File: src/rtl/sa_out_scheduler.sv
// sa_out_scheduler: round-robin, credit-gated scheduler for one output port; define SA_SCHED_WORMHOLE_EN for head/tail packet locking
module sa_out_scheduler #(
    parameter int CREDITS = 8,
    localparam int CW = $clog2(CREDITS + 1)
) (
    input  logic          clk,
    input  logic          rst_n,
    input  logic [4:0]    req,
    input  logic [9:0]    flit_type,
    input  logic          wfull,
    input  logic          credit_ret,
    output logic [4:0]    grant,
    output logic          winc,
    output logic [CW-1:0] credit_cnt,
    output logic          locked
);

    logic [2:0] rr_ptr;
    logic [2:0] rr_nx;
    logic [2:0] winner;
    logic [3:0] idx;
    logic       found;
    logic       gate;

    function automatic logic [2:0] nxt(input logic [2:0] x);
        return (x == 3'd4) ? 3'd0 : x + 3'd1;
    endfunction

    assign gate = (credit_cnt != '0) && !wfull;
    assign winc = |(grant & req);

    // first requester found scanning from rr_ptr, wrapping modulo 5
    always_comb begin
        found  = 1'b0;
        winner = 3'd0;
        idx    = 4'd0;
        for (int k = 0; k < 5; k++) begin
            idx = {1'b0, rr_ptr} + 4'(k);
            idx = (idx >= 4'd5) ? idx - 4'd5 : idx;
            if (!found && req[idx[2:0]]) begin
                found  = 1'b1;
                winner = idx[2:0];
            end
        end
    end

`ifdef SA_SCHED_WORMHOLE_EN
    typedef enum logic {IDLE, LOCKED} state_t;
    state_t     state;
    state_t     state_nx;
    logic [2:0] owner;
    logic [2:0] owner_nx;
    logic [1:0] ft;

    assign locked = (state == LOCKED);
    assign ft     = 2'(flit_type >> {locked ? owner : winner, 1'b0});

    // while locked only the owner may send; otherwise the round-robin winner
    always_comb begin
        grant = 5'd0;
        if (gate)
            grant = locked ? (req[owner] ? 5'(1) << owner : 5'd0)
                           : (found ? 5'(1) << winner : 5'd0);
    end

    // head takes the lock, tail releases it and moves priority past the owner
    always_comb begin
        state_nx = state;
        owner_nx = owner;
        rr_nx    = rr_ptr;
        if (winc) begin
            if (locked) begin
                if (ft == 2'b11) begin
                    state_nx = IDLE;
                    rr_nx    = nxt(owner);
                end
            end else if (ft == 2'b01) begin
                state_nx = LOCKED;
                owner_nx = winner;
            end else begin
                rr_nx = nxt(winner);
            end
        end
    end

    // arbitration state register; reset drops any packet in flight
    always_ff @(posedge clk or negedge rst_n) begin
        if (!rst_n) begin
            state  <= IDLE;
            owner  <= 3'd0;
            rr_ptr <= 3'd0;
        end else begin
            state  <= state_nx;
            owner  <= owner_nx;
            rr_ptr <= rr_nx;
        end
    end
`else
    logic unused_flit_type;

    assign unused_flit_type = ^flit_type;
    assign locked           = 1'b0;
    assign grant            = (gate && found) ? 5'(1) << winner : 5'd0;
    assign rr_nx            = winc ? nxt(winner) : rr_ptr;

    // every granted flit is a single flit, so priority moves on each write
    always_ff @(posedge clk or negedge rst_n) begin
        if (!rst_n) rr_ptr <= 3'd0;
        else        rr_ptr <= rr_nx;
    end
`endif

    // credit counter: write spends one, return restores one, saturating at CREDITS
    always_ff @(posedge clk or negedge rst_n) begin
        if (!rst_n)
            credit_cnt <= CW'(CREDITS);
        else if (winc && !credit_ret)
            credit_cnt <= credit_cnt - CW'(1);
        else if (!winc && credit_ret && credit_cnt != CW'(CREDITS))
            credit_cnt <= credit_cnt + CW'(1);
    end

endmodule
File: config.mk
export PLATFORM = sky130hd
export DESIGN_NAME = sa_out_scheduler
export DESIGN_NICKNAME = d
export VERILOG_FILES = /design/src/rtl/sa_out_scheduler.sv
export SDC_FILE = /design/constraint.sdc
export NUM_CORES = 1
export LEC_CHECK = 0
export ABC_AREA = 1
export ABC_CLOCK_PERIOD_IN_PS = 5100
export BUFFER_PORTS_ARGS = -buffer_cell sky130_fd_sc_hd__buf_2
export CORE_MARGIN = 2
export CORE_UTILIZATION = 27
export CTS_BUF_LIST = sky130_fd_sc_hd__clkbuf_16
export DETAILED_ROUTE_END_ITERATION = 6
export SLEW_MARGIN = 5
export SYNTH_ARGS = -nofsm -noshare
export SYNTH_HDL_FRONTEND = slang
export SYNTH_SLANG_ARGS = --single-unit
File: constraint.sdc
create_clock -name clk -period 5.1 [get_ports clk]
set_input_delay 1.02 -clock clk [delete_from_list [all_inputs] [get_ports clk]]
set_output_delay 1.02 -clock clk [all_outputs]
set_load 0.02 [all_outputs]
# [Word level (Yosys, flattened, before mapping)]
# Index checks and enable logic that the tools add are counted.
[op_classes] add_sub_neg=12 n_lt_le_gt_ge=10 n_eq_ne=2 n_shift=1 n_mux=29 bitwise_logic=1 n_reduce_logical=19
[op_table] operator="2-to-1 mux 3 bit" n=11
[op_table] operator="< comparator 3 x 4 -> 1 bit, second input constant" n=5
[op_table] operator="greater-or-equal comparator 4 x 3 -> 1 bit, second input constant" n=4
[op_table] operator="binary-select mux 1 bit (select 3 bit)" n=5
[op_table] operator="subtractor 3 bit, second input constant" n=5
[op_table] operator="2-to-1 mux 1 bit" n=10
[op_table] operator="logical AND 1 bit" n=9
[op_table] operator="adder 3 x 2 -> 4 bit, second input constant" n=2
[op_table] operator="2-to-1 mux 4 bit" n=2
[op_table] operator="zero test 1 bit" n=7
[op_table] operator="bitwise AND 5 bit" n=1
[op_table] operator="2-to-1 mux 5 bit" n=1
[op_table] operator="OR reduction 5 bit" n=1
[op_table] operator="left shift 1 x 3 -> 5 bit, first input constant" n=1
[op_table] operator="adder 3 x 1 -> 4 bit, second input constant" n=1
[op_table] operator="adder 3 x 3 -> 4 bit, second input constant" n=1
[op_table] operator="adder 4 x 1 -> 4 bit, second input constant" n=1
[op_table] operator="inequality test 4 bit, second input constant" n=1
[op_table] operator="nonzero test 4 bit" n=1
[op_table] operator="subtractor 4 x 1 -> 4 bit, second input constant" n=1
[op_table] operator="adder 3 x 1 -> 3 bit, second input constant" n=1
[op_table] operator="equality test 3 bit, second input constant" n=1
[op_table] operator="greater-or-equal comparator 3 bit, second input constant" n=1
[op_table] operator="nonzero test 2 bit" n=1
[word_totals] register_bits=7 out_inout_bits=11

# [Logic depth before layout (Yosys ltp)]
# Gate-level depths: netlist of run 1.
[logic_depth] ltp_word=26 depth_mapped=39 depth_no_buf=38

# [Worst setup path before layout of run 1]
# OpenSTA, ideal clock, no wires.
[synth_path] path_type="flip-flop to flip-flop" startpoint="register rr_ptr[0]" endpoint="register credit_cnt[3]" t_arrival_ns=4.425 required_time_ns=5.024 slack_ns=0.599 stages_incl_launch_ff=37 period_less_slack_ns=4.501 path_cell_list="dfrtp_1 -> buf_6 -> inv_2 -> ha_1 -> inv_1 -> fa_1 -> inv_1 -> nand2_2 -> nand2_1 -> nand3_1 -> nand3_1 -> nand2_1 -> nand2_1 -> nand2_2 -> nor2_4 -> nand3_1 -> o21ai_0 -> inv_1 -> ha_1 -> ha_1 -> inv_1 -> nor2_2 -> nand2_1 -> nand2_2 -> nor2_4 -> nand2_4 -> nand2_4 -> inv_1 -> ha_1 -> nand2_1 -> nand2_1 -> a31oi_1 -> inv_1 -> nand4_1 -> nand2_1 -> nand2_1 -> nand2_1"
[synth_via] elab_chain_cells=25 elab_cells_between_ends=58
[synth_rtl] item="from (decl)" line_no="18" text="logic [2:0] rr_ptr;"
[synth_rtl] item="from (signal assigned)" line_no="109" text="else rr_ptr <= rr_nx;"
[synth_rtl] item="parallel branches: the longest is 18 deep, another holds adder 3 x 1 -> 4 bit"
[synth_rtl] item="2-to-1 mux 5 bit *" line_no="103" text="assign grant = (gate && found) ? 5'(1) << winner : 5'd0;"
[synth_rtl] item="net grant[3]" line_no="12" text="output logic [4:0] grant,"
[synth_rtl] item="bitwise AND 5 bit *" line_no="30" text="assign winc = |(grant & req);"
[synth_rtl] item="OR reduction 5 bit *" line_no="30"
[synth_rtl] item="net winc" line_no="13" text="output logic winc,"
[synth_rtl] item="zero test 1 bit" line_no="119" text="else if (!winc && credit_ret && credit_cnt != CW'(CREDITS))"
[synth_rtl] item="logical AND 1 bit (2 in a row)" line_no="119"
[synth_rtl] item="nonzero test 2 bit (no source line)"
[synth_rtl] item="to (signal assigned)" line_no="116" text="credit_cnt <= CW'(CREDITS);"
[synth_rtl] item="to (signal assigned)" line_no="118" text="credit_cnt <= credit_cnt - CW'(1);"
[synth_rtl] item="to (signal assigned)" line_no="120" text="credit_cnt <= credit_cnt + CW'(1);"
[synth_rtl] item="to (decl)" line_no="14" text="output logic [CW-1:0] credit_cnt,"
# Mark *: on every way through the listed nets, which the timed path passes. The select of a mux whose other input is x is not followed.
# A chain may end at the register's enable or synchronous reset.

# [Worst setup path in the final report of run 1]
[layout_path] startpoint="register rr_ptr[0]" endpoint="output winc"
[layout_via] elab_chain_cells=21 elab_cells_between_ends=52
[layout_rtl] item="parallel branches: the longest is 18 deep, another holds adder 3 x 1 -> 4 bit"
[layout_rtl] item="2-to-1 mux 5 bit *" line_no="103"
[layout_rtl] item="bitwise AND 5 bit *" line_no="30"
[layout_rtl] item="OR reduction 5 bit *" line_no="30"
[layout_rtl] item="to (decl)" line_no="13"
# Every way passes the cells marked *. The select of a mux whose other input is x is not followed.

==> Implementation_results.wiki, run 1 <==
{| class="wikitable"
! Metric !! Value
|-
| Num Clock Sinks || 7
|-
| Core Box Area || 5991 um^2
|-
| Final hold vios || 0
|-
| Dpl cells || 357
|-
| Most frequent cells in the layout || nand2_1 (63), inv_1 (40), nand3_1 (35)
|-
| Utilization of the core after routing || 33.31%
|-
| CP max stage delay || 400 ps
|-
| Required time at the worst-slack endpoint || 4080 ps
|-
| Buffers on Ports || 18
|-
| Detailed placement HPWL || 3.571 mm
|-
| Aggregate negative setup slack || 0 ps
|-
| Die H || 83.18 um
|-
| Worst Setup Start Kind || register
|-
| Clock slew seen by the registers of the worst setup and hold paths || 40 ps
|-
| Result of the run || finished, final reports clean
|-
| Final worst slack || 334.0 ps
|-
| Number of synthesized flops with an enable pin || 0
|-
| Number of iterations in the first detailed-routing pass || 4
|-
| Minimum setup slack among reg-to-reg paths || 560 ps
|-
| Critical R2R Launch || rr_ptr[0]
|-
| Total via count after detailed routing || 1720
|-
| CTS tree || done
|-
| Crit path top cell by count || nand2_1
|-
| Site row count || 28
|-
| Area of the multi-input gates || 1316 um^2
|-
| CTS HTree Levels || 1
|-
| Hold/Removal Path Class || register to register
|-
| Fin cells || 363
|-
| Clock insertion delay at the later pin of the skew report || 230 ps
|-
| CTS buffer count || 3
|-
| Post-synthesis sequential area ratio || 10.42%
|-
| Setup Crit Path Kind || register to output port
|-
| Syn nets || 299
|-
| Endpoint arrival time on the critical path || 3750 ps
|-
| Final-report setup violation count || 0
|-
| Worst-case setup slack after placement || 339.7 ps
|-
| Number of top-level pins || 30
|-
| Vias per std cell || 4.738
|-
| Count of routing violations after the opening detailed-route iteration || 125
|-
| Congestion Overflow GR || 0
|-
| Destination of the worst register-to-register timing path || credit_cnt[3]
|-
| GRT Overall Usage || 12.69%
|-
| DRT Wirelength || 4.226 mm
|-
| Worst R2R Path Depth || 34
|-
| Layout filler cell count || 635
|-
| Initial antenna violation count || 0
|-
| Leading cell type in the layout, fill and taps excluded || nand2_1
|-
| Gp weighted congestion || 0.8141
|-
| Worst Hold Depth || 2
|-
| Tmin final || 4766 ps
|-
| Number of nets in the layout || 325
|-
| Capturing element type of the critical path || output port
|-
| Peak Freq || 209.8 MHz
|-
| Synth cell types || 34
|-
| Number of DRC violations after detailed routing || 0
|-
| Final worst clock skew || 1.512 ps
|-
| Total die area || 6919 um^2
|-
| Cell with the biggest individual delay on the critical path || dfrtp_1
|-
| Source of the worst hold timing path || credit_cnt[3]
|-
| Cells after Synth || 263
|-
| Synth-to-Final Area Change || 17.89%
|-
| Worst path buffer plus inverter count || 6
|-
| Post-synthesis average cell area || 6.437 um^2
|-
| Clock Path Buffers || 2
|-
| Die X-Extent || 83.18 um
|-
| Leading register cell type out of synthesis || dfrtp_1
|-
| First-pass GRT wire length || 7.555 mm
|-
| Number of synthesized register bits || 7
|-
| Kind of cell adding the most delay to the critical path || simple AND/OR/NAND/NOR gates
|-
| Antenna violation net count after detailed routing || 0
|-
| Number of antenna cells inserted || 0
|-
| Max-cap violations || 0
|-
| Fraction of synthesis flops using an asynchronous set or reset pin || 100.0%
|-
| CP cell instances || inv_4 -> ha_2 -> ha_1 -> o21ai_0 -> nand2_1 -> nand2_1 -> nand2_1 -> nor3_2 -> inv_1 -> nand2_2 -> inv_2 -> nand3_1 -> nand3_1 -> o21ai_1 -> inv_1 -> ha_1 -> ha_1 -> inv_1 -> nor2_2 -> nand2_1 -> nand2_2 -> nor2_4 -> nand2_4 -> buf_2
|-
| Wire per inst || 11.64 um
|-
| Post-synthesis instance area || 1693 um^2
|-
| Effective utilization at floorplan || 28.26%
|-
| Share of final-layout standard cells stronger than drive strength 1 || 29.17%
|-
| Largest fanout on the critical path || 10
|-
| Yosys warnings || 0
|-
| Quantity of hold-fixing buffers added after cts || 0
|-
| Area taken by flip-flops and latches || 178.9 um^2
|-
| Root buf cell || clkbuf_16
|-
| Final worst path period share || 93.45%
|-
| Count of pins over their slew limit || 0
|-
| Maximum number of pins on one net before global-route repair || 14
|-
| WHS Endpoint || credit_cnt[3]
|-
| Via count of the first global-routing pass || 1674
|}
## cells in the mapped netlist, types with 2 or more instances
library cell / count / area [um^2]
nand3_1: 35 / 175.2
nor2_2: 3 / 18.77
o21ai_0: 12 / 60.06
nand4_1: 10 / 62.56
o21ai_2: 2 / 17.52
ha_1: 15 / 187.7
a31oi_1: 3 / 18.77
nand3b_1: 3 / 22.52
nand2_1: 63 / 236.5
nor2_1: 5 / 18.77
a41oi_1: 2 / 17.52
nand2_4: 6 / 67.56
o21ai_1: 5 / 25.02
a21oi_1: 2 / 10.01
nand3_2: 6 / 60.06
nand2_2: 13 / 81.33
inv_1: 40 / 150.1
dfrtp_1: 6 / 150.1
nor3_1: 3 / 15.01
inv_2: 9 / 33.78
fa_1: 2 / 40.04
nor2_4: 4 / 45.04
nand3_4: 3 / 52.55
## cells by family after synthesis
logic type               count (synthesis)  synth area share (%)
AO/OA/AOI/OAI                           28                 9.609
buffers and inverters                   53                 12.64
flip-flops                               7                 10.42
XOR/XNOR                                 2                 2.144
AND/OR/NAND/NOR                        155                 51.52
other                                    1                0.2215
adder cells (fa/ha/maj)                 17                 13.45
## timing repair
item	4_1_cts	5_1_grt
setup buffers	0	2
endpoints found under the setup margin	0	5
gates resized for setup	0	11
## routing by layer
layer	track usage, %	routed length (um)	vias up
met5	0	0	-
met2	21.63	1977	32
met1	17.60	2044	776
met4	2.534	32	0
met3	0.8946	172	4
li1	-	-	908
## registers in the layout, indices dropped and copies added (netlist names)
signal,count
credit_cnt,4
rr_ptr,3
## cell type report
| cell class | instances | area share, % |
|---|---|---|
| Multi-Input combinational cell | 203 | 65.96 |
| Inverter | 50 | 9.655 |
| Sequential cell | 7 | 8.966 |
| Timing Repair Buffer | 24 | 6.771 |
| Tap cell | 75 | 4.702 |
| Clock buffer | 3 | 3.762 |
| Clock inverter | 1 | 0.1881 |
## worst max path at each step
stage                    from            end  cells after the start  slack (ps)
floorplan           rr_ptr[0]  credit_cnt[3]                     36         600
global placement    rr_ptr[0]  credit_cnt[3]                     34         370
detailed placement  rr_ptr[1]  credit_cnt[3]                     34         340
CTS                 rr_ptr[1]           winc                     24         100
global route        rr_ptr[0]           winc                     24          -1
finish              rr_ptr[0]           winc                     24         330
## metrics by stage
stage,hold WS (ps),instance area [um^2]
3_5_place_dp,505.3,1883
3_3_place_gp,501.6,1883
5_1_grt,526.3,1996
6_report,505.5,1996
4_1_cts,512.9,1962
2_1_floorplan,529.2,1693
## worst reg2reg max path: cells and delay by family (launching register included)
kind,cells,cell delay [ps]
buffers and inverters,7,570
adders and majority gates,5,1220
DFF,1,400
and+or+nand+nor,19,1830
AOI/OAI and AO/OA,3,450
Power of run 1 is not shown: default switching activity piles up to over one toggle a cycle in this logic, so the estimate is an artifact.
==> run 2: changes to the inputs <==
--- a/config.mk
+++ b/config.mk
@@ -6,12 +6,14 @@
 export NUM_CORES = 1
 export LEC_CHECK = 0
 export ABC_AREA = 1
-export ABC_CLOCK_PERIOD_IN_PS = 5100
+export ABC_CLOCK_PERIOD_IN_PS = 4200
 export BUFFER_PORTS_ARGS = -buffer_cell sky130_fd_sc_hd__buf_2
+export CORE_ASPECT_RATIO = 1.1
 export CORE_MARGIN = 2
 export CORE_UTILIZATION = 27
 export CTS_BUF_LIST = sky130_fd_sc_hd__clkbuf_16
 export DETAILED_ROUTE_END_ITERATION = 6
+export REMOVE_ABC_BUFFERS = 1
 export SLEW_MARGIN = 5
 export SYNTH_ARGS = -nofsm -noshare
 export SYNTH_HDL_FRONTEND = slang
==> constraint.sdc (replaced) <==
create_clock -name clk -period 4.2 [get_ports clk]
set_input_delay 0.84 -clock clk [delete_from_list [all_inputs] [get_ports clk]]
set_output_delay 0.84 -clock clk [all_outputs]
set_load 0.02 [all_outputs]
==> Implementation_results.wiki, run 2 (synthesis results as in run 1) <==
{| class="wikitable"
! Metric !! Value
|-
| Result of the run || finished, violations left
|-
| Violated checks || negative setup slack
|-
| Total via count after detailed routing || 2166 (+26%)
|-
| Quantity of hold-fixing buffers added after cts || 0 (unchanged)
|-
| Root buf cell || clkbuf_16
|-
| Via count of the first global-routing pass || 1894 (+13%)
|-
| First-pass GRT wire length || 8.300 mm (+9.9%)
|-
| Num Clock Sinks || 7 (unchanged)
|-
| Clock slew seen by the registers of the worst setup and hold paths || 40 ps (about the same)
|-
| Die H || 87.05 um (+4.6%)
|-
| CTS tree || done
|-
| Most frequent cells in the layout || buf_4 (77), nand2_1 (45), inv_1 (27)
|-
| Tmin final || 4296 ps
|-
| Congestion Overflow GR || 0 (unchanged)
|-
| Most flop-heavy register || credit_cnt
|-
| CTS HTree Levels || 1 (unchanged)
|-
| Required time at the worst-slack endpoint || 3360 ps (-720 ps)
|-
| Synth-to-Final Area Change || 84.18%
|-
| Die X-Extent || 79.50 um (-4.4%)
|-
| Hold/Removal Path Class || input pin to asynchronous set/reset pin
|-
| DRT Wirelength || 6.017 mm (+42%)
|-
| Effective utilization at floorplan || 27.67% (-0.59 points)
|-
| Site row count || 30 (+7.1%)
|-
| Final worst path period share || 102.3%
|-
| Gp weighted congestion || 0.8908 (+9.4%)
|-
| GRT Overall Usage || 14.74% (+2.0 points)
|-
| Number of DRC violations after detailed routing || 0 (unchanged)
|-
| Vias per std cell || 4.846 (+2.3%)
|-
| Maximum number of pins on one net before global-route repair || 14 (unchanged)
|-
| Buffers on Ports || 18 (unchanged)
|-
| Count of pins over their slew limit || 0 (unchanged)
|-
| Capturing element type of the critical path || output port
|-
| Final worst clock skew || 2.893 ps (+1.381 ps)
|-
| Initial antenna violation count || 0 (unchanged)
|-
| Peak Freq || 232.8 MHz
|-
| Clock Path Buffers || 2 (unchanged)
|-
| Number of top-level pins || 30 (unchanged)
|-
| Worst Setup Start Kind || register
|-
| Kind of cell adding the most delay to the critical path || simple AND/OR/NAND/NOR gates
|-
| Cell with the biggest individual delay on the critical path || dfrtp_1
|-
| Setup Crit Path Kind || register to output port
|-
| Largest fanout on the critical path || 13 (+3)
|-
| Number of antenna cells inserted || 0 (unchanged)
|-
| Final std cell area, no fill || 3118 um^2 (+56%)
|-
| CTS buffer count || 3 (unchanged)
|-
| Max FFs per register || 4 (unchanged)
|-
| Final hold vios || 0 (unchanged)
|-
| Max-cap violations || 0 (unchanged)
|-
| Final-report setup violation count || 4 (+4)
|-
| Share of final-layout standard cells stronger than drive strength 1 || 64.03% (+35 points)
|-
| CP max stage delay || 380 ps (-20 ps)
|-
| Total die area || 6920 um^2 (about the same)
|-
| Regs by FF count || credit_cnt (4), rr_ptr (3)
|-
| Detailed placement HPWL || 3.742 mm (+4.8%)
|-
| Number of iterations in the first detailed-routing pass || 5 (+1)
|-
| Placed standard-cell area || 2240 um^2 (+19%)
|-
| Worst path buffer plus inverter count || 8 (+2)
|-
| Antenna violation net count after detailed routing || 0 (unchanged)
|-
| Wire per inst || 13.46 um (+16%)
|-
| Core Box Area || 6118 um^2 (+2.1%)
|-
| Logic depth of the worst path, buffers included || 26 (+8.3%)
|-
| Count of routing violations after the opening detailed-route iteration || 95 (-24%)
|-
| Clock insertion delay at the later pin of the skew report || 230 ps (about the same)
|-
| Endpoint arrival time on the critical path || 3460 ps (-290 ps)
|-
| Worst R2R Path Depth || 36 (+5.9%)
|-
| Unrepaired setup endpoints after global routing || true
|-
| Final worst slack || -95.75 ps (-429.7 ps)
|-
| Number of nets in the layout || 404 (+24%)
|-
| Leading cell type in the layout, fill and taps excluded || buf_4
|}
## run 2: cell count changes in the layout (fill, tap and decap cells not counted), sizes merged
cell / change
buf: +79
clkinvlp: +1
inv: -1
## run 2: cell type report
type / count / area [um^2]
timing repair buffer: 103 / 797.0
clock inverter: 1 / 3.754
inverter: 50 / 211.5
sequential: 7 / 178.9
multi-input combinational: 203 / 1752
clock buffer: 3 / 75.07
tap: 80 / 100.1
fill: 562 / 3000
## run 2: routing by layer
metal,part of all wire (%),GRT usage [%],vias to the layer above
met2,54,27.20,56
met1,41,18.40,1029
met3,3.5,1.556,8
met4,1.8,2.978,0
met5,0,0,-
li1,-,-,1073
## run 2: final timing paths
path / startpoint / to / slack [ps]
setup / recovery: rr_ptr[0] / winc / -100
hold / removal: rst_n / credit_cnt[2] / 440
setup reg to reg: rr_ptr[0] / credit_cnt[3] / 100
hold reg to reg: credit_cnt[3] / credit_cnt[3] / 510
max in group asynchronous: rst_n / credit_cnt[3] / 3540
min in group clk: credit_cnt[3] / credit_cnt[3] / 510
## run 2: worst reg2reg max path: cells and delay by family, from the launching register on
family | cells | cell delay [ps]
adders and majority gates | 3 | 500
AOI/OAI and AO/OA | 3 | 380
buffers and inverters | 9 | 810
and+or+nand+nor | 21 | 1940
DFF | 1 | 380
## run 2: repair_timing
item	4_1_cts	5_1_grt
gates resized for setup	52	80
cloned	0	0
pin swaps	20	45
endpoints found under the setup margin	9	9
setup buffers	12	24
## run 2: stage by stage
stage               utilization (%)  hold slack (ps)  TNS (ps)  worst slack [ps]  std cells
finish                        50.96            436.0    -174.3            -95.75        447
global route                  50.96            441.2     -1083            -219.5        447
CTS                           41.78            435.5    -59.83            -59.83        423
detailed placement            36.61            503.7    -590.2            -234.2        407
global placement              36.61            503.2    -239.7            -149.0        407
floorplan                         -            529.2     -1065            -431.5        260
Power of run 2 is left out for the same reason.
==> run 3: changes to the inputs <==
--- a/config.mk
+++ b/config.mk
@@ -13,6 +13,7 @@
 export CORE_UTILIZATION = 27
 export CTS_BUF_LIST = sky130_fd_sc_hd__clkbuf_16
 export DETAILED_ROUTE_END_ITERATION = 6
+export PLACE_DENSITY_LB_ADDON = 0.1
 export REMOVE_ABC_BUFFERS = 1
 export SLEW_MARGIN = 5
 export SYNTH_ARGS = -nofsm -noshare
==> Implementation_results.wiki, run 3 (synthesis results as in run 1) <==
{| class="wikitable"
! Metric !! Value
|-
| Result of the run || finished, violations left
|-
| Violated checks || negative setup slack
|-
| Peak Freq || 234.1 MHz (+0.57%)
|-
| Buffers on Ports || 18 (unchanged)
|-
| CP max stage delay || 420 ps (+40 ps)
|-
| Synth-to-Final Area Change || 101.4%
|-
| First-pass GRT wire length || 9.101 mm (+9.7%)
|-
| Capturing element type of the critical path || output port
|-
| Die X-Extent || 79.50 um (unchanged)
|-
| Root buf cell || clkbuf_16
|-
| Minimum setup slack among reg-to-reg paths || 160 ps (+60 ps)
|-
| Cell with the biggest individual delay on the critical path || fa_2
|-
| CTS tree || done
|-
| Count of routing violations after the opening detailed-route iteration || 72 (-24%)
|-
| Share of final-layout standard cells stronger than drive strength 1 || 70.20% (+6.2 points)
|-
| Final std cell area, no fill || 3410 um^2 (+9.3%)
|-
| Aggregate negative setup slack || -152.0 ps (+22.30 ps)
|-
| Endpoint arrival time on the critical path || 3430 ps (-30 ps)
|-
| DRT Wirelength || 5.988 mm (-0.48%)
|-
| Antenna violation net count after detailed routing || 0 (unchanged)
|-
| Maximum number of pins on one net before global-route repair || 14 (unchanged)
|-
| Final-report setup violation count || 3 (-1)
|-
| Number of DRC violations after detailed routing || 0 (unchanged)
|-
| Placed standard-cell area || 2397 um^2 (+7.0%)
|-
| CP Launch Point || rr_ptr[0]
|-
| Initial antenna violation count || 0 (unchanged)
|-
| Leading cell type in the layout, fill and taps excluded || buf_4
|-
| Congestion Overflow GR || 0 (unchanged)
|-
| Dpl cells || 428 (+5.2%)
|-
| Number of iterations in the first detailed-routing pass || 4 (-1)
|-
| Setup Crit Path Kind || register to output port
|-
| Largest fanout on the critical path || 6 (-7)
|-
| Core Box Area || 6118 um^2 (unchanged)
|-
| Unrepaired setup endpoints after global routing || true
|-
| Count of pins over their slew limit || 0 (unchanged)
|-
| Tightest hold margin || 436.4 ps (+0.3700 ps)
|-
| Destination of the worst register-to-register timing path || credit_cnt[3]
|-
| Num Clock Sinks || 7 (unchanged)
|-
| Max-cap violations || 0 (unchanged)
|-
| Number of nets in the layout || 433 (+7.2%)
|-
| CTS buffer count || 3 (unchanged)
|-
| Quantity of hold-fixing buffers added after cts || 0 (unchanged)
|-
| Hold/Removal Path Class || input pin to asynchronous set/reset pin
|-
| Most flop-heavy register || credit_cnt
|-
| Detailed placement HPWL || 4.179 mm (+12%)
|-
| Clock Path Buffers || 2 (unchanged)
|-
| Worst R2R Path Depth || 38 (+5.6%)
|-
| Via count of the first global-routing pass || 2056 (+8.6%)
|-
| Number of antenna cells inserted || 0 (unchanged)
|-
| Final hold vios || 0 (unchanged)
|-
| Required time at the worst-slack endpoint || 3360 ps (about the same)
|-
| Total via count after detailed routing || 2190 (+1.1%)
|-
| Final worst clock skew || 0.3639 ps (-2.529 ps)
|-
| Final worst slack || -71.29 ps (+24.46 ps)
|-
| Tmin final || 4271 ps (-24.46 ps)
|-
| GRT Overall Usage || 16.34% (+1.6 points)
|-
| Most frequent cells in the layout || buf_4 (102), nand2_1 (39), nand2_2 (29)
|-
| Clock slew seen by the registers of the worst setup and hold paths || 30 ps (about the same)
|-
| Critical R2R Launch || rr_ptr[0]
|-
| CTS HTree Levels || 1 (unchanged)
|-
| Max FFs per register || 4 (unchanged)
|-
| Worst Setup Start Kind || register
|-
| Clock insertion delay at the later pin of the skew report || 220 ps (about the same)
|-
| Final worst path period share || 101.7% (-0.58 points)
|-
| Regs by FF count || credit_cnt (4), rr_ptr (3)
|-
| Effective utilization at floorplan || 27.67% (unchanged)
|-
| Wire per inst || 12.58 um (-6.5%)
|-
| Die H || 87.05 um (unchanged)
|-
| Fin cells || 476 (+6.5%)
|-
| Site row count || 30 (unchanged)
|-
| Number of top-level pins || 30 (unchanged)
|-
| Gp weighted congestion || 0.8381 (-5.9%)
|-
| Total die area || 6920 um^2 (unchanged)
|-
| Vias per std cell || 4.601 (-5.1%)
|}
run 3: area by class of cell:
class / count / area [um^2]
fillers: 579 / 2709
clock buffers: 3 / 75.07
clock inverters: 1 / 3.754
well taps: 80 / 100.1
inverters: 50 / 214.0
repair buffers: 132 / 1033
flip-flops and latches: 7 / 177.7
multi-input cells: 203 / 1805
run 3: through the flow:
step           util (%)  setup slack [ps]
2_1_floorplan         -            -431.5
3_3_place_gp      39.18            -300.4
3_5_place_dp      39.18            -248.1
4_1_cts           47.96            -51.85
5_1_grt           55.73            -249.1
6_report          55.73            -71.29
run 3: repair_timing:
item | CTS | global route
endpoints found under the hold margin | 0 | 0
gates resized for setup | 70 | 89
endpoints found under the setup margin | 9 | 9
buffers inserted | 28 | 19
pin swaps | 40 | 58
run 3: routing by layer:
layer | global-route usage, % | part of all wire, %
met2 | 30.40 | 54
met4 | 4.702 | 2.2
met3 | 1.349 | 2.5
met1 | 19.84 | 42
met5 | 0 | 0
run 3: worst max-delay path by stage:
stage	cells after the start	to
finish	28	winc
global placement	35	credit_cnt[3]
detailed placement	34	credit_cnt[3]
global route	27	winc
CTS	26	winc
floorplan	34	credit_cnt[3]
run 3: critical path: cells and delay by family (launching register included):
| kind | cells | cell delay [ps] |
|---|---|---|
| simple gates | 15 | 1230 |
| buf+inv | 8 | 740 |
| fa+ha+maj | 3 | 690 |
| flops | 1 | 380 |
| compound gates | 2 | 170 |
Power of run 3 is left out for the same reason.
